==> src/rtl/cpu_defs.sv <==
//------------------------------------------------------------------------------
// Module  : cpu_defs (package)
// Purpose : Shared definitions for the CPU memory-side blocks: read-arbiter
//           FSM state encoding, AXI read owner encoding, default refill burst
//           length and the two-master round-robin grant helper.
// Revision: 1.0 - initial release
//------------------------------------------------------------------------------
`default_nettype none

package cpu_defs;

  // Read-arbiter FSM states
  typedef enum logic [1:0] {
    ST_IDLE = 2'd0,
    ST_ADDR = 2'd1,
    ST_DATA = 2'd2
  } arb_state_t;

  // Owner encoding: 1 = instruction side, 0 = data side
  localparam logic OWNER_INST = 1'b1;
  localparam logic OWNER_DATA = 1'b0;

  // Beats in one cached line refill
  localparam int BEATS_DEFAULT = 16;

  // Two-master round-robin grant. On a tie the master that was not granted
  // last wins; a lone requester always wins. The result is only meaningful
  // when at least one request is pending.
  function automatic logic rr_grant(input logic inst_req,
                                    input logic data_req,
                                    input logic last_owner);
    if (inst_req && data_req) begin
      return ~last_owner;
    end else if (inst_req) begin
      return OWNER_INST;
    end else begin
      return OWNER_DATA;
    end
  endfunction

endpackage

`default_nettype wire

==> src/rtl/axi_read_arb.sv <==
//------------------------------------------------------------------------------
// Module  : axi_read_arb
// Purpose : Arbitrates icache/dcache read requests onto one AXI read channel
//           (IDLE -> ADDR -> DATA), round-robin on ties, counts R beats and
//           flags burst-length protocol errors.
// Ports   : clk, rst                     - clock, synchronous active-high reset
//           inst_req/addr/cached         - icache request
//           data_req/addr/cached         - dcache request
//           inst_done, data_done         - pulse on the owner's last beat
//           beat_idx                     - current R beat (refill word index)
//           inst_ren, cache_ena          - latched owner / burst enable
//           inst/data_arvalid, _araddr   - per-master AR requests
//           inst/data_arready, _rvalid,
//           _rlast                       - per-master responses
//           err                          - sticky protocol error
// Revision: 1.0 - initial release
//------------------------------------------------------------------------------
`default_nettype none

module axi_read_arb
  import cpu_defs::*;
#(
  parameter int BEATS = BEATS_DEFAULT
) (
  input  logic        clk,
  input  logic        rst,
  input  logic        inst_req,
  input  logic [31:0] inst_addr,
  input  logic        inst_cached,
  input  logic        data_req,
  input  logic [31:0] data_addr,
  input  logic        data_cached,
  output logic        inst_done,
  output logic        data_done,
  output logic [3:0]  beat_idx,
  output logic        inst_ren,
  output logic        cache_ena,
  output logic        inst_arvalid,
  output logic        data_arvalid,
  output logic [31:0] inst_araddr,
  output logic [31:0] data_araddr,
  input  logic        inst_arready,
  input  logic        data_arready,
  input  logic        inst_rvalid,
  input  logic        inst_rlast,
  input  logic        data_rvalid,
  input  logic        data_rlast,
  output logic        err
);

  // Counter wide enough to hold BEATS+2 without wrapping, so an overlong
  // burst is still seen as overlong.
  localparam int CW = $clog2(BEATS + 3);

  arb_state_t    r_state;
  arb_state_t    w_next;
  logic          r_owner;
  logic          r_last_owner;
  logic          r_cached;
  logic [31:0]   r_addr;
  logic [3:0]    r_beat_idx;
  logic [CW-1:0] r_cnt;
  logic          r_err;

  logic          w_any_req;
  logic          w_grant;
  logic          w_own_arready;
  logic          w_own_rvalid;
  logic          w_own_rlast;
  logic [CW-1:0] w_cnt_next;
  logic [CW-1:0] w_expect;

  assign w_any_req     = inst_req | data_req;
  assign w_grant       = rr_grant(inst_req, data_req, r_last_owner);
  // Only the owner's handshakes matter; the other master is ignored.
  assign w_own_arready = r_owner ? inst_arready : data_arready;
  assign w_own_rvalid  = r_owner ? inst_rvalid  : data_rvalid;
  assign w_own_rlast   = r_owner ? inst_rlast   : data_rlast;
  assign w_cnt_next    = r_cnt + CW'(1);
  assign w_expect      = r_cached ? CW'(BEATS) : CW'(1);

  // State register
  always_ff @(posedge clk) begin
    if (rst) begin
      r_state <= ST_IDLE;
    end else begin
      r_state <= w_next;
    end
  end

  // Next state and handshake outputs
  always_comb begin
    w_next       = r_state;
    inst_arvalid = 1'b0;
    data_arvalid = 1'b0;
    inst_done    = 1'b0;
    data_done    = 1'b0;
    case (r_state)
      ST_IDLE: begin
        if (w_any_req) begin
          w_next = ST_ADDR;
        end
      end
      ST_ADDR: begin
        inst_arvalid = r_owner;
        data_arvalid = ~r_owner;
        if (w_own_arready) begin
          w_next = ST_DATA;
        end
      end
      ST_DATA: begin
        if (w_own_rvalid && w_own_rlast) begin
          // A reset in this cycle aborts the transfer, so no completion.
          inst_done = r_owner & ~rst;
          data_done = ~r_owner & ~rst;
          w_next    = ST_IDLE;
        end
      end
      default: begin
        w_next = ST_IDLE;
      end
    endcase
  end

  // Grant latching, beat counting and error tracking
  always_ff @(posedge clk) begin
    if (rst) begin
      r_owner      <= OWNER_DATA;
      r_last_owner <= OWNER_INST;
      r_cached     <= 1'b0;
      r_addr       <= 32'h0;
      r_beat_idx   <= 4'h0;
      r_cnt        <= '0;
      r_err        <= 1'b0;
    end else begin
      case (r_state)
        ST_IDLE: begin
          if (w_any_req) begin
            r_owner      <= w_grant;
            r_last_owner <= w_grant;
            r_addr       <= w_grant ? inst_addr : data_addr;
            r_cached     <= w_grant ? inst_cached : data_cached;
          end
        end
        ST_ADDR: begin
          if (w_own_arready) begin
            r_beat_idx <= 4'h0;
            r_cnt      <= '0;
          end
        end
        ST_DATA: begin
          if (w_own_rvalid) begin
            r_beat_idx <= r_beat_idx + 4'h1;
            if (r_cnt <= CW'(BEATS)) begin
              r_cnt <= w_cnt_next;
            end
            if (w_own_rlast && (w_cnt_next != w_expect)) begin
              r_err <= 1'b1;
            end
            if (!w_own_rlast && (w_cnt_next > w_expect)) begin
              r_err <= 1'b1;
            end
          end
        end
        default: begin
        end
      endcase
    end
  end

  assign inst_ren    = r_owner;
  assign cache_ena   = r_cached;
  assign inst_araddr = r_addr;
  assign data_araddr = r_addr;
  assign beat_idx    = r_beat_idx;
  assign err         = r_err;

endmodule

`default_nettype wire

==> config.mk <==
export PLATFORM = sky130hd
export DESIGN_NAME = axi_read_arb
export DESIGN_NICKNAME = d
export VERILOG_FILES = /design/src/rtl/cpu_defs.sv /design/src/rtl/axi_read_arb.sv
export SDC_FILE = /design/constraint.sdc
export NUM_CORES = 1
export LEC_CHECK = 0
export ABC_CLOCK_PERIOD_IN_PS = 2500
export BUFFER_PORTS_ARGS = -buffer_cell sky130_fd_sc_hd__buf_2
export CAP_MARGIN = 25
export CELL_PAD_IN_SITES_DETAIL_PLACEMENT = 2
export CELL_PAD_IN_SITES_GLOBAL_PLACEMENT = 2
export CORE_MARGIN = 3
export CORE_UTILIZATION = 28
export CTS_BUF_LIST = sky130_fd_sc_hd__clkbuf_4
export CTS_CLUSTER_SIZE = 10
export DETAILED_ROUTE_END_ITERATION = 8
export PLACE_DENSITY_LB_ADDON = 0.2
export SLEW_MARGIN = 40
export SYNTH_ARGS = -nofsm -noshare
export SYNTH_HDL_FRONTEND = slang
export SYNTH_SLANG_ARGS = --single-unit
==> constraint.sdc <==
create_clock -name clk -period 2.5 [get_ports clk]
set_input_delay 0.375 -clock clk [delete_from_list [all_inputs] [get_ports clk]]
set_output_delay 0.375 -clock clk [all_outputs]
set_load 0.05 [all_outputs]
==> flow_summary.html, run 1 <==
<table>
<tr><th>Metric</th><th>Value</th></tr>
<tr><th colspan="2">Run status</th></tr>
<tr><td>Status</td><td>finished, final reports clean</td></tr>
<tr><th colspan="2">Layout</th></tr>
<tr><td>Layout cell share with drive strength beyond 1</td><td>0.5294</td></tr>
<tr><td>Ant. Diodes</td><td>0</td></tr>
<tr><td>End-of-flow core utilization</td><td>0.3634</td></tr>
<tr><td>Nets@finish</td><td>472</td></tr>
<tr><td>Area growth syn-to-layout</td><td>23.18%</td></tr>
<tr><td>Area of all placed cells without fillers</td><td>3437 µm²</td></tr>
<tr><th colspan="2">Clock network</th></tr>
<tr><td>CTS-repair resized insts</td><td>0</td></tr>
<tr><td>Maximum level of the CTS H-tree</td><td>2</td></tr>
<tr><td>Post-cts hold buffer count</td><td>0</td></tr>
<tr><td>Clock insertion delay at the later pin of the skew report</td><td>0.36 ns</td></tr>
<tr><td>CTS tree</td><td>yes</td></tr>
<tr><td>Post-CTS repair timing setup buffer count</td><td>0</td></tr>
<tr><td>Maximum clock path buffer count</td><td>2</td></tr>
<tr><td>TritonCTS buffer count</td><td>5</td></tr>
<tr><td>Clk root buf</td><td>sky130_fd_sc_hd__clkbuf_4</td></tr>
<tr><td># clock sinks</td><td>47</td></tr>
<tr><td>Clock Pin Slew Worst Setup and Hold Paths</td><td>0.14 ns</td></tr>
<tr><th colspan="2">Yosys</th></tr>
<tr><td>Leading post-synthesis cells by cell area</td><td>sky130_fd_sc_hd__dfxtp_1 (34%), sky130_fd_sc_hd__a211oi_2 (13%), sky130_fd_sc_hd__mux2i_1 (13%), sky130_fd_sc_hd__buf_4 (9.4%), sky130_fd_sc_hd__nor2_1 (5.8%)</td></tr>
<tr><td>Post-synth EDFFs</td><td>0</td></tr>
<tr><td>Syn nets</td><td>359</td></tr>
<tr><td>Share of the synthesized area in the top cell type</td><td>0.3372</td></tr>
<tr><td>Proportion of synthesized area in mux cells</td><td>0.1498</td></tr>
<tr><td>Post-synthesis instance area</td><td>2790 µm²</td></tr>
<tr><td>Most frequent cell after synthesis</td><td>sky130_fd_sc_hd__dfxtp_1</td></tr>
<tr><td>Synthesized-area fraction occupied by xor and xnor cells</td><td>0.01570</td></tr>
<tr><td>Gate count of the mapped netlist</td><td>278</td></tr>
<tr><td>Portion of the post-synthesis area used by sequential elements</td><td>0.3372</td></tr>
<tr><td>Adder-Cell Fraction of Synth Area</td><td>0.02242</td></tr>
<tr><td>Most instantiated flip-flop cell in the synthesis netlist</td><td>sky130_fd_sc_hd__dfxtp_1</td></tr>
<tr><td>Simple logic cell fraction of the synthesized area</td><td>0.1300</td></tr>
<tr><td>Largest area contributor in the synthesized netlist</td><td>sky130_fd_sc_hd__dfxtp_1</td></tr>
<tr><td>Synth cell types</td><td>40</td></tr>
<tr><td>Async set-or-reset flop fraction in the synthesized netlist</td><td>0</td></tr>
<tr><td>Synth warnings</td><td>0</td></tr>
<tr><td>Dominant combinational cell family by area after synthesis</td><td>compound AO/OA/AOI/OAI gates</td></tr>
<tr><td>Compound-Gate Fraction of Synth Area</td><td>0.1928</td></tr>
<tr><td>Average size of a mapped cell</td><td>10.04 µm²</td></tr>
<tr><td>Most used standard cells in the synthesized netlist</td><td>sky130_fd_sc_hd__dfxtp_1 (47), sky130_fd_sc_hd__nor2_1 (43), sky130_fd_sc_hd__mux2i_1 (37), sky130_fd_sc_hd__buf_4 (35), sky130_fd_sc_hd__a211oi_2 (30)</td></tr>
<tr><td>Flip-flop and latch count after synthesis</td><td>47</td></tr>
<tr><th colspan="2">STA</th></tr>
<tr><td>Worst Skew</td><td>0.006534 ns</td></tr>
<tr><td>Number of pins exceeding their max-slew limit in the final report</td><td>0</td></tr>
<tr><td>Tmin final</td><td>1.970 ns</td></tr>
<tr><td>Worst max-slew margin expressed relative to the limit</td><td>0.7008</td></tr>
<tr><td>Final period utilization</td><td>0.7881</td></tr>
<tr><td>Fmax</td><td>507.5 MHz</td></tr>
<tr><td>Slew at the pin with the worst max-slew slack</td><td>0.4482 ns</td></tr>
<tr><td>Hold Vio Cnt, Final</td><td>0</td></tr>
<tr><td>Final-report setup violation count</td><td>0</td></tr>
<tr><td>Unrepaired setup endpoints after global routing</td><td>no</td></tr>
<tr><td>Setup TNS</td><td>0 ns</td></tr>
<tr><td>Worst Hold Margin</td><td>0.3044 ns</td></tr>
<tr><th colspan="2">Drt</th></tr>
<tr><td>Drc violations</td><td>0</td></tr>
<tr><td>Total number of vias</td><td>2414</td></tr>
<tr><td>DR vias/cell</td><td>4.642</td></tr>
<tr><td>First-pass detailed-route iteration total</td><td>4</td></tr>
<tr><td>WL per Instance</td><td>15.69 µm</td></tr>
<tr><td>Antenna Violating Nets Remaining</td><td>0</td></tr>
<tr><td>First-iteration detailed-routing DRC count</td><td>74</td></tr>
<tr><td>Wire length reported by the detailed router</td><td>8.158 mm</td></tr>
<tr><th colspan="2">Pwr</th></tr>
<tr><td>Part of the power in registers</td><td>0.363</td></tr>
<tr><td>Int Pwr</td><td>1.335 mW</td></tr>
<tr><td>Proportion of total power due to net switching</td><td>0.4554</td></tr>
<tr><td>Total power after layout</td><td>2.451 mW</td></tr>
<tr><td>Combinational share of power</td><td>0.445</td></tr>
<tr><td>Worst vdd rail ir drop</td><td>0.2141 mV</td></tr>
<tr><td>Pwr/cell area</td><td>713.0 nW/µm²</td></tr>
<tr><td>Clock power frac</td><td>0.192</td></tr>
<tr><td>Static leakage power</td><td>1.603 nW</td></tr>
<tr><td>Net switching component of the power</td><td>1.116 mW</td></tr>
<tr><th colspan="2">Worst setup path</th></tr>
<tr><td>Critical path peak fanout</td><td>9</td></tr>
<tr><td>Cell class contributing the biggest share of worst-path delay</td><td>flip-flops</td></tr>
<tr><td>Critical path capture point type</td><td>output port</td></tr>
<tr><td>Largest stage delay on the critical path</td><td>0.62 ns</td></tr>
<tr><td>Type of element launching the critical path</td><td>register</td></tr>
<tr><td>WP data arrival</td><td>1.60 ns</td></tr>
<tr><td>Buffers &amp; Inverters on Critical Path</td><td>1</td></tr>
<tr><td>Worst path slowest cell</td><td>sky130_fd_sc_hd__dfxtp_1</td></tr>
<tr><td>Sequence of cells on the critical path</td><td>nand3_1, nor3_1, buf_2</td></tr>
<tr><td>Critical Setup Path Class</td><td>reg -&gt; out</td></tr>
<tr><td>Required time worst endpoint</td><td>2.12 ns</td></tr>
<tr><th colspan="2">Die</th></tr>
<tr><td>Core ar.</td><td>9459 µm²</td></tr>
<tr><td>Horizontal extent of the die</td><td>105.8 µm</td></tr>
<tr><td>I/O pin count</td><td>151</td></tr>
<tr><td>Chip Height</td><td>105.8 µm</td></tr>
<tr><td>Area enclosed by the die boundary</td><td>11200 µm²</td></tr>
<tr><td>Effective utilization at floorplan</td><td>0.2950</td></tr>
<tr><td>Site Rows</td><td>35</td></tr>
<tr><th colspan="2">Place</th></tr>
<tr><td>Global placer's final weighted congestion</td><td>0.7251</td></tr>
<tr><td>Port-buffer cells</td><td>150</td></tr>
<tr><td>Placement Cell Area</td><td>3362 µm²</td></tr>
<tr><td>HPWL after detailed placement</td><td>6.537 mm</td></tr>
<tr><th colspan="2">Global route</th></tr>
<tr><td>Leftover overflow at the end of global routing</td><td>0</td></tr>
<tr><td>Antenna violations before repair</td><td>0</td></tr>
<tr><td>Global router's overall resource usage</td><td>0.1476</td></tr>
<tr><td>Number of global-route vias before repair</td><td>2539</td></tr>
<tr><td>Pin count of the biggest net entering global routing</td><td>53</td></tr>
<tr><td>Wire length of the first global-routing pass</td><td>13.41 mm</td></tr>
<tr><th colspan="2">Hold path</th></tr>
<tr><td>Hold crit path type</td><td>in -&gt; reg</td></tr>
<tr><th colspan="2">Run</th></tr>
<tr><td>Max-cap violations</td><td>0</td></tr>
</table>
==> kinds of logic (layout without fill, tap and decap cells) <==
family,Yosys count,after routing
buffers and inverters,55,168
adders and majority gates,5,5
and+or+nand+nor,76,76
muxes,40,40
AOI/OAI and AO/OA,50,50
DFF,47,47
xor gates and xnor gates,5,5
==> area by class of cell <==
cell class	instances	area (µm²)
clock buffers	6	45.04
clock inverters	1	30.03
fillers	1112	6022
inverters	5	18.77
multi-input cells	176	1433
flip-flops and latches	47	940.9
well taps	129	161.4
repair buffers	156	808.3
==> power by group through the flow <==
stage	registers [mW]	clock network (mW)	logic [mW]
6_report	0.890	0.470	1.09
5_1_grt	0.907	0.532	1.16
4_1_cts	0.894	0.496	1.10
3_5_place_dp	0.911	0	1.10
3_3_place_gp	0.907	0	1.08
2_1_floorplan	1.15	0	0.702
==> worst paths after layout <==
path	start	end	slack (ns)	cells after the start
worst max-delay path	inst_ren	inst_done	0.53	3
worst min-delay path	rst	beat_idx[2]	0.30	2
worst max register to register	r_state[0]	data_araddr[18]	0.81	5
worst min register to register	err	err	0.49	2
==> per-stage QoR <==
stage,cells,setup WS [ns]
floorplan,278,0.1519
global placement,513,0.8672
detailed placement,513,0.8184
CTS,520,0.5021
global route,520,0.3272
finish,520,0.5297
==> worst reg2reg max path: stages, from the launching register on <==
cell                       delay, ns
sky130_fd_sc_hd__dfxtp_1        0.37
sky130_fd_sc_hd__nor2_2         0.19
sky130_fd_sc_hd__o21a_2         0.40
sky130_fd_sc_hd__buf_12         0.31
sky130_fd_sc_hd__nor2_1         0.14
sky130_fd_sc_hd__a211oi_2       0.21
==> registers in the layout, summed over array words and instances (netlist names) <==
name and cells:
inst_ren 1, r_state 2, r_cnt 5, cache_ena 1, beat_idx 4, err 1
r_last_owner 1, data_araddr 32
==> placed cells by master (no fill, tap or decap), drive strengths merged, types with 2 or more instances in the layout <==
cell     count
a211oi      33
a21oi        3
a31oi        2
and2         2
buf        156
clkbuf       6
dfxtp       47
ha           5
inv          5
mux2i       39
nand2        5
nand2b       6
nand3        6
nor2        44
nor2b        2
nor3         8
o21ai        3
o2bb2ai      2
o311ai       2
xnor2        5
==> per-layer routing <==
layer	up-vias	part of all wire	GRT usage	routed length, µm
met5	-	0	0	0
met4	0	0.011	0.04163	91
met3	7	0.065	0.03001	530
met2	90	0.49	0.2591	4037
met1	1148	0.43	0.1823	3499
li1	1169	-	-	-
Power figures use the tool's default switching activity.
==> run 2, diff against run 1 <==
Settings changed: ABC_CLOCK_PERIOD_IN_PS 2500 to 1900, CORE_UTILIZATION 28 to 26.
Clock period 2.5 ns to 1.9 ns, I/O delays scaled along.
==> run 2 against run 1 <==
Compared with the run above: non-clock buffer count is 1 higher; routed wire length decreased by 1.1%; hold slack worse by 0.051 ns; largest cell class unchanged.
==> flow_summary.html, run 2 (synthesis results as in run 1) <==
<table>
<tr><th>Metric</th><th>Value</th></tr>
<tr><th colspan="2">Global route</th></tr>
<tr><td>Number of global-route vias before repair</td><td>2567 (+1.1%)</td></tr>
<tr><td>Antenna violations before repair</td><td>0 (unchanged)</td></tr>
<tr><td>Global router's overall resource usage</td><td>0.1355 (-0.01210)</td></tr>
<tr><td>Pin count of the biggest net entering global routing</td><td>51 (-3.8%)</td></tr>
<tr><td>Wire length of the first global-routing pass</td><td>12.90 mm (-3.8%)</td></tr>
<tr><td>Leftover overflow at the end of global routing</td><td>0 (unchanged)</td></tr>
<tr><th colspan="2">Clock network</th></tr>
<tr><td>Clock Pin Slew Worst Setup and Hold Paths</td><td>0.15 ns (about the same)</td></tr>
<tr><td>Maximum clock path buffer count</td><td>2 (unchanged)</td></tr>
<tr><td>TritonCTS buffer count</td><td>5 (unchanged)</td></tr>
<tr><td>Clock insertion delay at the later pin of the skew report</td><td>0.35 ns (about the same)</td></tr>
<tr><td>Post-cts hold buffer count</td><td>0 (unchanged)</td></tr>
<tr><td>Clk root buf</td><td>sky130_fd_sc_hd__clkbuf_4</td></tr>
<tr><td>Post-CTS repair timing setup buffer count</td><td>0 (unchanged)</td></tr>
<tr><td>Maximum level of the CTS H-tree</td><td>2 (unchanged)</td></tr>
<tr><td># clock sinks</td><td>47 (unchanged)</td></tr>
<tr><td>CTS tree</td><td>yes</td></tr>
<tr><th colspan="2">Worst setup path</th></tr>
<tr><td>Flop-to-flop setup slack</td><td>0.25 ns (-0.56 ns)</td></tr>
<tr><td>Critical path capture point type</td><td>output port</td></tr>
<tr><td>Required time worst endpoint</td><td>1.62 ns (-0.50 ns)</td></tr>
<tr><td>Critical path peak fanout</td><td>9 (unchanged)</td></tr>
<tr><td>Capture point of the worst reg-to-reg path</td><td>err</td></tr>
<tr><td>Critical Setup Path Class</td><td>reg -&gt; out</td></tr>
<tr><td>Type of element launching the critical path</td><td>register</td></tr>
<tr><td>Reg2Reg Depth</td><td>7 (+2)</td></tr>
<tr><td>WP data arrival</td><td>1.49 ns (-0.11 ns)</td></tr>
<tr><td>Startpoint of the worst register-to-register path</td><td>r_cnt[0]</td></tr>
<tr><th colspan="2">Run</th></tr>
<tr><td>Max-cap violations</td><td>0 (unchanged)</td></tr>
<tr><th colspan="2">Place</th></tr>
<tr><td>Placement Cell Area</td><td>3401 µm² (+1.2%)</td></tr>
<tr><td>Global placer's final weighted congestion</td><td>0.7439 (+2.6%)</td></tr>
<tr><td>Placed Cells</td><td>521 (+1.6%)</td></tr>
<tr><td>HPWL after detailed placement</td><td>6.651 mm (+1.7%)</td></tr>
<tr><td>Port-buffer cells</td><td>150 (unchanged)</td></tr>
<tr><td>DP Worst Slack</td><td>0.2527 ns (-0.5657 ns)</td></tr>
<tr><th colspan="2">Hold path</th></tr>
<tr><td>Hold path endpoint</td><td>data_araddr[12]</td></tr>
<tr><td>Hold Crit Depth</td><td>3 (+1)</td></tr>
<tr><td>Hold crit path type</td><td>in -&gt; reg</td></tr>
<tr><td>Startpoint of the most critical hold path</td><td>data_addr[12]</td></tr>
<tr><th colspan="2">Layout</th></tr>
<tr><td>Multi-input gate area in the final layout</td><td>1445 µm² (+0.87%)</td></tr>
<tr><td>Final Instance Count excl. Fillers</td><td>528 (+1.5%)</td></tr>
<tr><td>Most frequent standard cell in the layout excluding fill and tap cells</td><td>sky130_fd_sc_hd__buf_2</td></tr>
<tr><td>Nets@finish</td><td>473 (+0.21%)</td></tr>
<tr><td>Area taken by flip-flops and latches</td><td>942.2 µm² (+0.13%)</td></tr>
<tr><td>Most frequent cells in the layout</td><td>sky130_fd_sc_hd__buf_2 (150), sky130_fd_sc_hd__dfxtp_1 (46), sky130_fd_sc_hd__nor2_1 (43), sky130_fd_sc_hd__mux2i_1 (37), sky130_fd_sc_hd__a211oi_2 (30)</td></tr>
<tr><td>Layout cell share with drive strength beyond 1</td><td>0.5383 (+0.008854)</td></tr>
<tr><td>Filler Cell Count</td><td>1216 (+9.4%)</td></tr>
<tr><td>Flip-flop count of the largest register, all copies and words added</td><td>32 (unchanged)</td></tr>
<tr><td>Ant. Diodes</td><td>0 (unchanged)</td></tr>
<tr><td>Area growth syn-to-layout</td><td>23.68%</td></tr>
<tr><td>End-of-flow core utilization</td><td>0.3328 (-0.03059)</td></tr>
<tr><td>Area of all placed cells without fillers</td><td>3451 µm² (+0.40%)</td></tr>
<tr><th colspan="2">STA</th></tr>
<tr><td>Worst Hold Margin</td><td>0.2531 ns (-0.05137 ns)</td></tr>
<tr><td>Worst Skew</td><td>0.01813 ns (+0.01159 ns)</td></tr>
<tr><td>Number of pins exceeding their max-slew limit in the final report</td><td>0 (unchanged)</td></tr>
<tr><td>Worst max-slew margin expressed relative to the limit</td><td>0.7603 (+0.05953)</td></tr>
<tr><td>Setup TNS</td><td>0 ns (unchanged)</td></tr>
<tr><td>Tmin final</td><td>1.777 ns</td></tr>
<tr><td>Hold Vio Cnt, Final</td><td>0 (unchanged)</td></tr>
<tr><td>Slew at the pin with the worst max-slew slack</td><td>0.3588 ns (-0.08942 ns)</td></tr>
<tr><td>Final-report setup violation count</td><td>0 (unchanged)</td></tr>
<tr><td>Final period utilization</td><td>0.9355</td></tr>
<tr><td>Unrepaired setup endpoints after global routing</td><td>no</td></tr>
<tr><td>Crit path setup slack, layout</td><td>0.1226 ns (-0.4070 ns)</td></tr>
<tr><td>Fmax</td><td>562.6 MHz</td></tr>
<tr><th colspan="2">Drt</th></tr>
<tr><td>DR vias/cell</td><td>4.591 (-1.1%)</td></tr>
<tr><td>First-iteration detailed-routing DRC count</td><td>54 (-27%)</td></tr>
<tr><td>WL per Instance</td><td>15.29 µm (-2.6%)</td></tr>
<tr><td>Drc violations</td><td>0 (unchanged)</td></tr>
<tr><td>Wire length reported by the detailed router</td><td>8.072 mm (-1.1%)</td></tr>
<tr><td>Total number of vias</td><td>2424 (+0.41%)</td></tr>
<tr><td>Antenna Violating Nets Remaining</td><td>0 (unchanged)</td></tr>
<tr><td>First-pass detailed-route iteration total</td><td>2 (-2)</td></tr>
<tr><th colspan="2">Die</th></tr>
<tr><td>Site Rows</td><td>37 (+5.7%)</td></tr>
<tr><td>Core ar.</td><td>10370 µm² (+9.6%)</td></tr>
<tr><td>Effective utilization at floorplan</td><td>0.2691 (-0.02591)</td></tr>
<tr><td>I/O pin count</td><td>151 (unchanged)</td></tr>
<tr><td>Horizontal extent of the die</td><td>109.6 µm (+3.6%)</td></tr>
<tr><td>Area enclosed by the die boundary</td><td>12010 µm² (+7.2%)</td></tr>
<tr><td>Chip Height</td><td>109.6 µm (+3.6%)</td></tr>
<tr><th colspan="2">Pwr</th></tr>
<tr><td>Proportion of total power due to net switching</td><td>0.4734 (+0.01804)</td></tr>
<tr><td>Static leakage power</td><td>1.601 nW (-0.14%)</td></tr>
<tr><td>Int Pwr</td><td>1.612 mW (+21%)</td></tr>
<tr><td>Net switching component of the power</td><td>1.449 mW (+30%)</td></tr>
<tr><td>Combinational share of power</td><td>0.470 (+0.025)</td></tr>
<tr><td>Pwr/cell area</td><td>887.1 nW/µm² (+24%)</td></tr>
<tr><td>Part of the power in registers</td><td>0.384 (+0.021)</td></tr>
<tr><td>Worst vdd rail ir drop</td><td>0.2596 mV (+21%)</td></tr>
<tr><td>Clock power frac</td><td>0.146 (-0.046)</td></tr>
<tr><td>Total power after layout</td><td>3.061 mW (+25%)</td></tr>
<tr><th colspan="2">Run status</th></tr>
<tr><td>Status</td><td>finished, final reports clean</td></tr>
</table>
==> run 2: cell types whose count changed in the layout (fill, tap and decap cells not counted), sizes merged <==
| cell | previous run | this run |
|---|---|---|
| clkbuf | 6 | 5 |
| clkinv | 0 | 2 |
| bufinv | 1 | 0 |
| buf | 156 | 157 |
==> run 2: cell type report <==
class | instances | share of cell area
Clock buffer | 5 | 0.01088
Clock inverter | 2 | 0.002538
Inverter | 5 | 0.005439
Multi-Input combinational cell | 176 | 0.4188
Sequential cell | 47 | 0.2730
Tap cell | 136 | 0.04931
Timing Repair Buffer | 157 | 0.2400
==> run 2: repair_timing <==
action / in CTS / in global routing
resized for setup: 1 / 1
endpoints found under the setup margin: 2 / 1
pin swaps: 0 / 0
cloned: 0 / 0
==> run 2: power by group through the flow <==
stage | Combinational (mW) | Clock [mW] | Sequential [mW]
3_5_place_dp | 1.46 | 0 | 1.20
3_3_place_gp | 1.44 | 0 | 1.19
2_1_floorplan | 0.925 | 0 | 1.52
6_report | 1.44 | 0.446 | 1.18
4_1_cts | 1.46 | 0.488 | 1.18
5_1_grt | 1.54 | 0.526 | 1.19
==> run 2: worst max-delay path by stage <==
stage | from | endpoint | slack [ns]
finish | r_state[0] | inst_done | 0.12
global route | r_state[0] | inst_done | 0.004
CTS | inst_ren | inst_done | 0.04
detailed placement | r_cnt[0] | err | 0.25
global placement | r_cnt[0] | err | 0.34
floorplan | inst_ren | inst_done | 0.06
==> run 2: metal layers <==
metal	track usage	up-vias	wire length, µm	share of wire
met4	0.02671	0	42	0.0052
met1	0.1649	1162	3370	0.42
met5	0	-	0	0
met3	0.02995	2	663	0.082
met2	0.2446	93	3995	0.49
li1	-	1167	-	-
==> run 2: worst max-delay path, cell delays in order (launching register included) <==
cell,delay [ns]
sky130_fd_sc_hd__dfxtp_1,0.38
sky130_fd_sc_hd__nand2b_2,0.31
sky130_fd_sc_hd__nor3_2,0.18
sky130_fd_sc_hd__buf_2,0.28
